## config.mk

```make
export PLATFORM = sky130hd
export DESIGN_NAME = vga_sync_gen
export DESIGN_NICKNAME = d
export VERILOG_FILES = /design/src/rtl/vga_timing_pkg.sv /design/src/rtl/sync_delay_line.sv /design/src/rtl/vga_sync_gen.sv
export SDC_FILE = /design/constraint.sdc
export NUM_CORES = 1
export LEC_CHECK = 0
export CORE_MARGIN = 5
export CORE_UTILIZATION = 35
export CTS_CLUSTER_DIAMETER = 150
export DETAILED_ROUTE_END_ITERATION = 7
export GPL_TIMING_DRIVEN = 0
export SYNTH_ARGS = -nofsm -noshare
export SYNTH_HDL_FRONTEND = slang
export SYNTH_HIERARCHICAL = 1
export SYNTH_SLANG_ARGS = --single-unit
```

## constraint.sdc

```tcl
create_clock -name clk -period 5.7 [get_ports clk]
set_clock_uncertainty 0.15 [all_clocks]
set_input_delay 1.71 -clock clk [delete_from_list [all_inputs] [get_ports clk]]
set_output_delay 1.71 -clock clk [all_outputs]
set_load 0.02 [all_outputs]
```

## src/rtl/vga_timing_pkg.sv

```systemverilog
`default_nettype none
// +----------------------------------------------------------------------------
// | vga_timing_pkg : default 640x480@60 timing constants and sync helpers
// | Revision 1.0
// +----------------------------------------------------------------------------
package vga_timing_pkg;

   localparam int DEF_H_VISIBLE = 640;
   localparam int DEF_H_FRONT   = 16;
   localparam int DEF_H_SYNC    = 96;
   localparam int DEF_H_BACK    = 48;
   localparam int DEF_V_VISIBLE = 480;
   localparam int DEF_V_FRONT   = 10;
   localparam int DEF_V_SYNC    = 2;
   localparam int DEF_V_BACK    = 33;

   localparam int DEF_H_TOTAL  = DEF_H_VISIBLE + DEF_H_FRONT + DEF_H_SYNC + DEF_H_BACK;
   localparam int DEF_V_TOTAL  = DEF_V_VISIBLE + DEF_V_FRONT + DEF_V_SYNC + DEF_V_BACK;
   localparam int DEF_HS_START = DEF_H_VISIBLE + DEF_H_FRONT;
   localparam int DEF_HS_END   = DEF_HS_START + DEF_H_SYNC;
   localparam int DEF_VS_START = DEF_V_VISIBLE + DEF_V_FRONT;
   localparam int DEF_VS_END   = DEF_VS_START + DEF_V_SYNC;

   localparam logic SYNC_INACTIVE  = 1'b1;
   localparam logic VIDEO_INACTIVE = 1'b0;

   typedef struct packed {
      logic hsync;
      logic vsync;
      logic video_on;
   } sync_bits_t;

   localparam sync_bits_t SYNC_IDLE = '{hsync: SYNC_INACTIVE, vsync: SYNC_INACTIVE,
                                        video_on: VIDEO_INACTIVE};

   // Half-open window test: lo <= v < hi
   function automatic logic in_window(input logic [9:0] v, input logic [9:0] lo,
                                      input logic [9:0] hi);
      return (v >= lo) && (v < hi);
   endfunction

endpackage
`default_nettype wire

```

## src/rtl/sync_delay_line.sv

```systemverilog
`default_nettype none
// +----------------------------------------------------------------------------
// | sync_delay_line : enable-gated shift register, DEPTH 0 is a pass-through
// | Revision 1.0
// +----------------------------------------------------------------------------
module sync_delay_line
   import vga_timing_pkg::*;
#(
   parameter int               DEPTH   = 2,
   parameter int               WIDTH   = 3,
   parameter logic [WIDTH-1:0] RST_VAL = WIDTH'(SYNC_IDLE)
) (
   input  logic             clk,
   input  logic             rst_n,
   input  logic             shift_en_i,
   input  logic [WIDTH-1:0] data_i,
   output logic [WIDTH-1:0] data_o
);

   generate
      if (DEPTH == 0) begin : g_bypass
         assign data_o = data_i;
      end else begin : g_pipe
         logic [WIDTH-1:0] stage_q [DEPTH];

         always_ff @(posedge clk or negedge rst_n) begin
            if (!rst_n) begin
               for (int i = 0; i < DEPTH; i++) stage_q[i] <= RST_VAL;
            end else if (shift_en_i) begin
               stage_q[0] <= data_i;
               for (int i = 1; i < DEPTH; i++) stage_q[i] <= stage_q[i-1];
            end
         end

         assign data_o = stage_q[DEPTH-1];
      end
   endgenerate

endmodule
`default_nettype wire

```

## src/rtl/vga_sync_gen.sv

```systemverilog
`default_nettype none
// +----------------------------------------------------------------------------
// | vga_sync_gen : pixel-rate enable, row/column counters and delayed syncs
// | Revision 1.0
// +----------------------------------------------------------------------------
module vga_sync_gen
   import vga_timing_pkg::*;
#(
   parameter int H_VISIBLE  = DEF_H_VISIBLE,
   parameter int H_FRONT    = DEF_H_FRONT,
   parameter int H_SYNC     = DEF_H_SYNC,
   parameter int H_BACK     = DEF_H_BACK,
   parameter int V_VISIBLE  = DEF_V_VISIBLE,
   parameter int V_FRONT    = DEF_V_FRONT,
   parameter int V_SYNC     = DEF_V_SYNC,
   parameter int V_BACK     = DEF_V_BACK,
   parameter int CLK_DIV    = 2,
   parameter int SYNC_DELAY = 2
) (
   input  logic       clk,
   input  logic       rst_n,
   output logic       pixelEn,
   output logic [9:0] pixelColumn,
   output logic [9:0] pixelRow,
   output logic       hsync,
   output logic       vsync,
   output logic       videoOn,
   output logic       frameStart,
   output logic [7:0] frameCount
);

   localparam int         H_TOTAL  = H_VISIBLE + H_FRONT + H_SYNC + H_BACK;
   localparam int         V_TOTAL  = V_VISIBLE + V_FRONT + V_SYNC + V_BACK;
   localparam logic [9:0] COL_LAST = 10'(H_TOTAL - 1);
   localparam logic [9:0] ROW_LAST = 10'(V_TOTAL - 1);
   localparam logic [9:0] HS_START = 10'(H_VISIBLE + H_FRONT);
   localparam logic [9:0] HS_END   = 10'(H_VISIBLE + H_FRONT + H_SYNC);
   localparam logic [9:0] VS_START = 10'(V_VISIBLE + V_FRONT);
   localparam logic [9:0] VS_END   = 10'(V_VISIBLE + V_FRONT + V_SYNC);
   localparam logic [9:0] H_VIS    = 10'(H_VISIBLE);
   localparam logic [9:0] V_VIS    = 10'(V_VISIBLE);
   localparam logic [2:0] DIV_LAST = 3'(CLK_DIV - 1);

   logic [2:0] div_q, div_d;
   logic       pix_en_q, pix_en_d;
   logic [9:0] col_q, col_d;
   logic [9:0] row_q, row_d;
   logic       frame_start_q, frame_start_d;
   logic [7:0] frame_cnt_q, frame_cnt_d;
   sync_bits_t raw_q, raw_d;
   sync_bits_t delayed;

   always_comb begin
      div_d       = (div_q == DIV_LAST) ? 3'd0 : div_q + 3'd1;
      pix_en_d    = (div_q == DIV_LAST);
      col_d       = col_q;
      row_d       = row_q;
      frame_cnt_d = frame_cnt_q;
      raw_d       = raw_q;
      if (pix_en_q) begin
         if (col_q == COL_LAST) begin
            col_d = 10'd0;
            if (row_q == ROW_LAST) begin
               row_d       = 10'd0;
               frame_cnt_d = frame_cnt_q + 8'd1;
            end else begin
               row_d = row_q + 10'd1;
            end
         end else begin
            col_d = col_q + 10'd1;
         end
         raw_d.hsync    = ~in_window(col_d, HS_START, HS_END);
         raw_d.vsync    = ~in_window(row_d, VS_START, VS_END);
         raw_d.video_on = (col_d < H_VIS) && (row_d < V_VIS);
      end
      // Looks at the post-edge counters so CLK_DIV = 1 (counters moving
      // every clk) flags the same pixel as the slower divisors.
      frame_start_d = pix_en_d && (col_d == COL_LAST) && (row_d == ROW_LAST);
   end

   always_ff @(posedge clk or negedge rst_n) begin
      if (!rst_n) begin
         div_q         <= 3'd0;
         pix_en_q      <= 1'b0;
         col_q         <= 10'd0;
         row_q         <= 10'd0;
         frame_start_q <= 1'b0;
         frame_cnt_q   <= 8'd0;
         raw_q         <= SYNC_IDLE;
      end else begin
         div_q         <= div_d;
         pix_en_q      <= pix_en_d;
         col_q         <= col_d;
         row_q         <= row_d;
         frame_start_q <= frame_start_d;
         frame_cnt_q   <= frame_cnt_d;
         raw_q         <= raw_d;
      end
   end

   sync_delay_line #(
      .DEPTH   (SYNC_DELAY),
      .WIDTH   (3),
      .RST_VAL (3'(SYNC_IDLE))
   ) u_delay (
      .clk        (clk),
      .rst_n      (rst_n),
      .shift_en_i (pix_en_q),
      .data_i     (raw_q),
      .data_o     (delayed)
   );

   assign pixelEn     = pix_en_q;
   assign pixelColumn = col_q;
   assign pixelRow    = row_q;
   assign hsync       = delayed.hsync;
   assign vsync       = delayed.vsync;
   assign videoOn     = delayed.video_on;
   assign frameStart  = frame_start_q;
   assign frameCount  = frame_cnt_q;

endmodule
`default_nettype wire

```

# After elaboration in Yosys (flattened, before gate mapping)
# Index checks and enable logic that the tools add are counted.
# classes
n_eq_ne,5
bitwise,2
muxes,8
reduce_logical,6
n_lt_le_gt_ge,6
n_addsub,4
# ops
op,count
two-way mux 10 bit,7
equality test 10 bit (second input constant),4
adder 10 x 1 -> 10 bit (second input constant),2
less-than comparator 10 bit (second input constant),2
less-than comparator 10 x 9 -> 1 bit (second input constant),2
>= comparator 10 bit (second input constant),1
>= comparator 10 x 9 -> 1 bit (second input constant),1
adder 8 x 1 -> 8 bit (second input constant),1
logical AND 1 bit,5
adder 3 x 1 -> 3 bit (second input constant),1
equality test 3 x 1 -> 1 bit (second input constant),1
two-way mux 3 bit,1
AND reduction 3 bit,1
inverter 1 bit,2
# totals
ff_bits,42
elab_cells,42
inputBits,2

# Depth between registers and ports, before layout
# depth
word_depth,7
ltp_mapped,9

# By module
# Netlist, hierarchy kept.
# modules_own_cells
module,instances,area_per_inst_um2,cells_per_inst
vga_sync_gen,1,2278.4,255
sync_delay_line,1,279.0,16

# Worst setup path after synthesis
# Ideal clock, no wire load.
# synth_timing
kind,reg-to-output
start,register u_delay.g_pipe.stage_q (netlist bit u_delay/data_o[2])
end,output port hsync
t_required_ns,3.840
arrival_time_ns,0.629
path_buffers,1
path_stages_with_launch,2
path_slack_ns,3.211
cell_sequence,dfstp_2 -> buf_4
# synth_lines
item,line_no,source
start: declaration,sync_delay_line.sv:24,logic [WIDTH-1:0] stage_q [DEPTH];
end: declaration,vga_sync_gen.sv:25,"output logic hsync,"
# No word-level cell between the ends.

# Worst setup path after layout
# layout_timing
start,register col_q[0] (netlist: pixelColumn[0])
end,output port pixelColumn[0]
# layout_lines
item,line_no,source
start: declaration,vga_sync_gen.sv:46,"logic [9:0] col_q, col_d;"
start signal: assignment,vga_sync_gen.sv:93,col_q <= col_d;
end: declaration,vga_sync_gen.sv:23,"output logic [9:0] pixelColumn,"
# No word-level cell between the ends.

==> flow_summary.yaml <==
clock_network:
  cts_tree: "built"
  cts.htree.levels: 2
  clockBufferDepth: 2
  post_cts_buffers: 0
  clock_latency_ps: 300
  cts_resized: 0
  cts.clk_slew.worst_paths_ps: 90
  cts_root_buffer: "clkbuf_8"
  hold_buffers: 0
  cts_buffers: 5
  clkSinkCount: 42
global_route:
  grt_pass1_wl_microns: 10200
  antenna_found_initial: 0
  grtUsageTotal_pct: 14.3
  grt_max_degree: 33
  grt_pass1_vias: 2025
  overflow: 0
routing:
  viasPerCell: 5.29
  drtIter0Drc: 194
  firstDrtPassIters: 4
  drcViolationCount: 0
  wl_per_cell_microns: 15.4
  via_count: 2186
  antenna_left: 0
  routed_wl_microns: 6360
cells_and_area:
  mostFrequentLayoutCells: "dfrtp_1, clkdlybuf4s50_1, nand2_1, nand3_1, o21ai_0"
  multi_input_area_sq_mm: 0.00134
  fill_cells: 731
  final_cells: 413
  drive_gt1_share_pct: 15.6
  final_area_sq_mm: 0.00315
  layout.nets: 320
  syn_to_final_growth_pct: 23.0
  final_common_cell: "dfrtp_1"
  seqCellArea_sq_mm: 0.00106
  diodes: 0
synthesis:
  yosys_warnings: 6
  synth_nets: 278
  synth-edff-count: 0
  netlist_instances: 271
  ys_seq_area_share_pct: 41.4
  synth_area_per_cell_sq_um: 9.44
  synth-seq-cells: 42
  ys.flop_type: "dfrtp_1"
  synth.distinct_cells: 58
  syn_area_sq_mm: 0.00256
  ys_async_sr_fraction_pct: 100
worst_setup_path:
  critPathSlowestCell: "clkdlybuf4s50_1"
  cpLargestDelayFamily: "buffers and inverters"
  critPathBufInv: 1
  critical_path_class: "reg2out"
  crit_required_ps: 3840
  cp_data_arrival_time_ps: 1540
  critPathLaunchType: "flop"
  cpPeakStageDelay_ps: 680
  end_kind: "output pin"
  critPathMaxFanout: 8
  crit_chain: "clkdlybuf4s50_1"
  cp.depth: 1
  r2r_cells: 8
die:
  io_pins: 35
  num_rows: 31
  coreArea_sq_mm: 0.00718
  start_util_pct: 35.6
  die_y_microns: 95.5
  dieArea_sq_mm: 0.00912
  die_x_microns: 95.5
sta:
  hold_viol_final: 0
  max_freq_mhz: 294
  tightest_slew_ps: 580
  hold_slack_ps: 330
  maxSlewViolCount: 0
  rsz0062_at_grt: "false"
  finalCriticalPeriod_ps: 3400
  slew_headroom_pct: 61.3
  setup_viol: 0
  tns_ps: 0
  period_share_pct: 59.7
placed_design:
  post-dp-hpwl_microns: 4520
  dp_cells: 405
  placed_cell_area_sq_mm: 0.00304
  place_congestion: 0.891
  io_buffer_count: 34
pwr:
  ir_drop_v: 0.0000869
  powerDensity_mw_per_mm2: 174
  total_power_uw: 547
  p_leak_uw: 0.00126
run_status:
  status: "finished clean"
run:
  drv_cap: 0
min_path:
  worstHoldPathCells: 1
  hold_class: "reg2reg"
worst register-to-register path: cells and delay by family, from the launching register on:
| kind | cells | cell delay, ps |
|---|---|---|
| adder cells (fa/ha/maj) | 1 | 310 |
| buffers and inverters | 2 | 400 |
| AND/OR/NAND/NOR | 3 | 670 |
| flip-flops | 1 | 510 |
| AO/OA/AOI/OAI | 2 | 690 |
stage by stage:
step | worst slack [ps] | util (%)
finish | 2300 | 43.9
global route | 2260 | 43.9
CTS | 2300 | 43.9
detailed placement | 2640 | 42.3
global placement | 1620 | 42.1
floorplan | 3210 | -
kinds of logic after synthesis:
| logic type | share of synthesized area [%] |
|---|---|
| AO/OA/AOI/OAI | 14.6 |
| XOR/XNOR | 6.16 |
| adder cells (fa/ha/maj) | 2.45 |
| buffers and inverters | 6.21 |
| flip-flops | 41.4 |
| multiplexers | 4.79 |
| AND/OR/NAND/NOR | 24.4 |
cells in the mapped netlist (3+ instances only):
cell type  instances  area [sq um]
nor4_1             4          25.0
dfrtp_1           36           901
xnor2_1           14           123
o21ai_0           18          90.1
xor2_1             4          35.0
nand4_1            7          43.8
buf_4              6          45.0
nor3_1            10          50.1
or3_1              3          18.8
inv_1             10          37.5
o22ai_1            4          25.0
nand2_1           23          86.3
and4b_1            3          30.0
dfstp_2            6           158
a31oi_1            8          50.1
ha_1               5          62.6
mux2_4             6          90.1
a21oi_1           12          60.1
and3_1             4          25.0
buf_2              6          30.0
clkbuf_1           5          18.8
nor2_1            13          48.8
nand3_1           18          90.1
o31ai_1            3          22.5
sequential cells by signal, summed over array words and instances, names as in the netlist, 3 cells and up:
register / cells
u_delay/g_pipe.stage_q: 3
raw_q: 3
pixelColumn: 10
div_q: 3
pixelRow: 10
frameCount: 8
u_delay/data_o: 3
cell type report:
class | instances | area share [%]
plain buffers | 20 | 3.86
clock buffers | 6 | 2.31
clock inverters | 2 | 1.19
inverters | 10 | 1.19
multi-input cells | 199 | 42.6
flip-flops and latches | 42 | 33.6
well taps | 99 | 3.94
repair buffers | 35 | 11.3
metal layers:
layer	up-vias	global-route usage (%)	wire length [microns]
li1	1061	-	-
met5	-	0	0
met2	57	22.3	2890
met1	1064	20.0	3050
met4	0	3.55	42
met3	4	3.16	382
final timing paths:
path / from / end / slack [ps]
min reg2reg: frameCount[7] / frameCount[7] / 330
max: pixelColumn[0] / pixelColumn[0] / 2300
max in group asynchronous: rst_n / raw_q[1] / 3720
min in group asynchronous: rst_n / pixelRow[0] / 1140
max reg2reg: pixelColumn[0] / frameStart / 2890
min: frameCount[7] / frameCount[7] / 330
report_power, final:
part,switching [uW],internal [uW]
combinational,6.24,1.63
sequential,0,298
clock,110,131
Power figures use the tool's default switching activity.
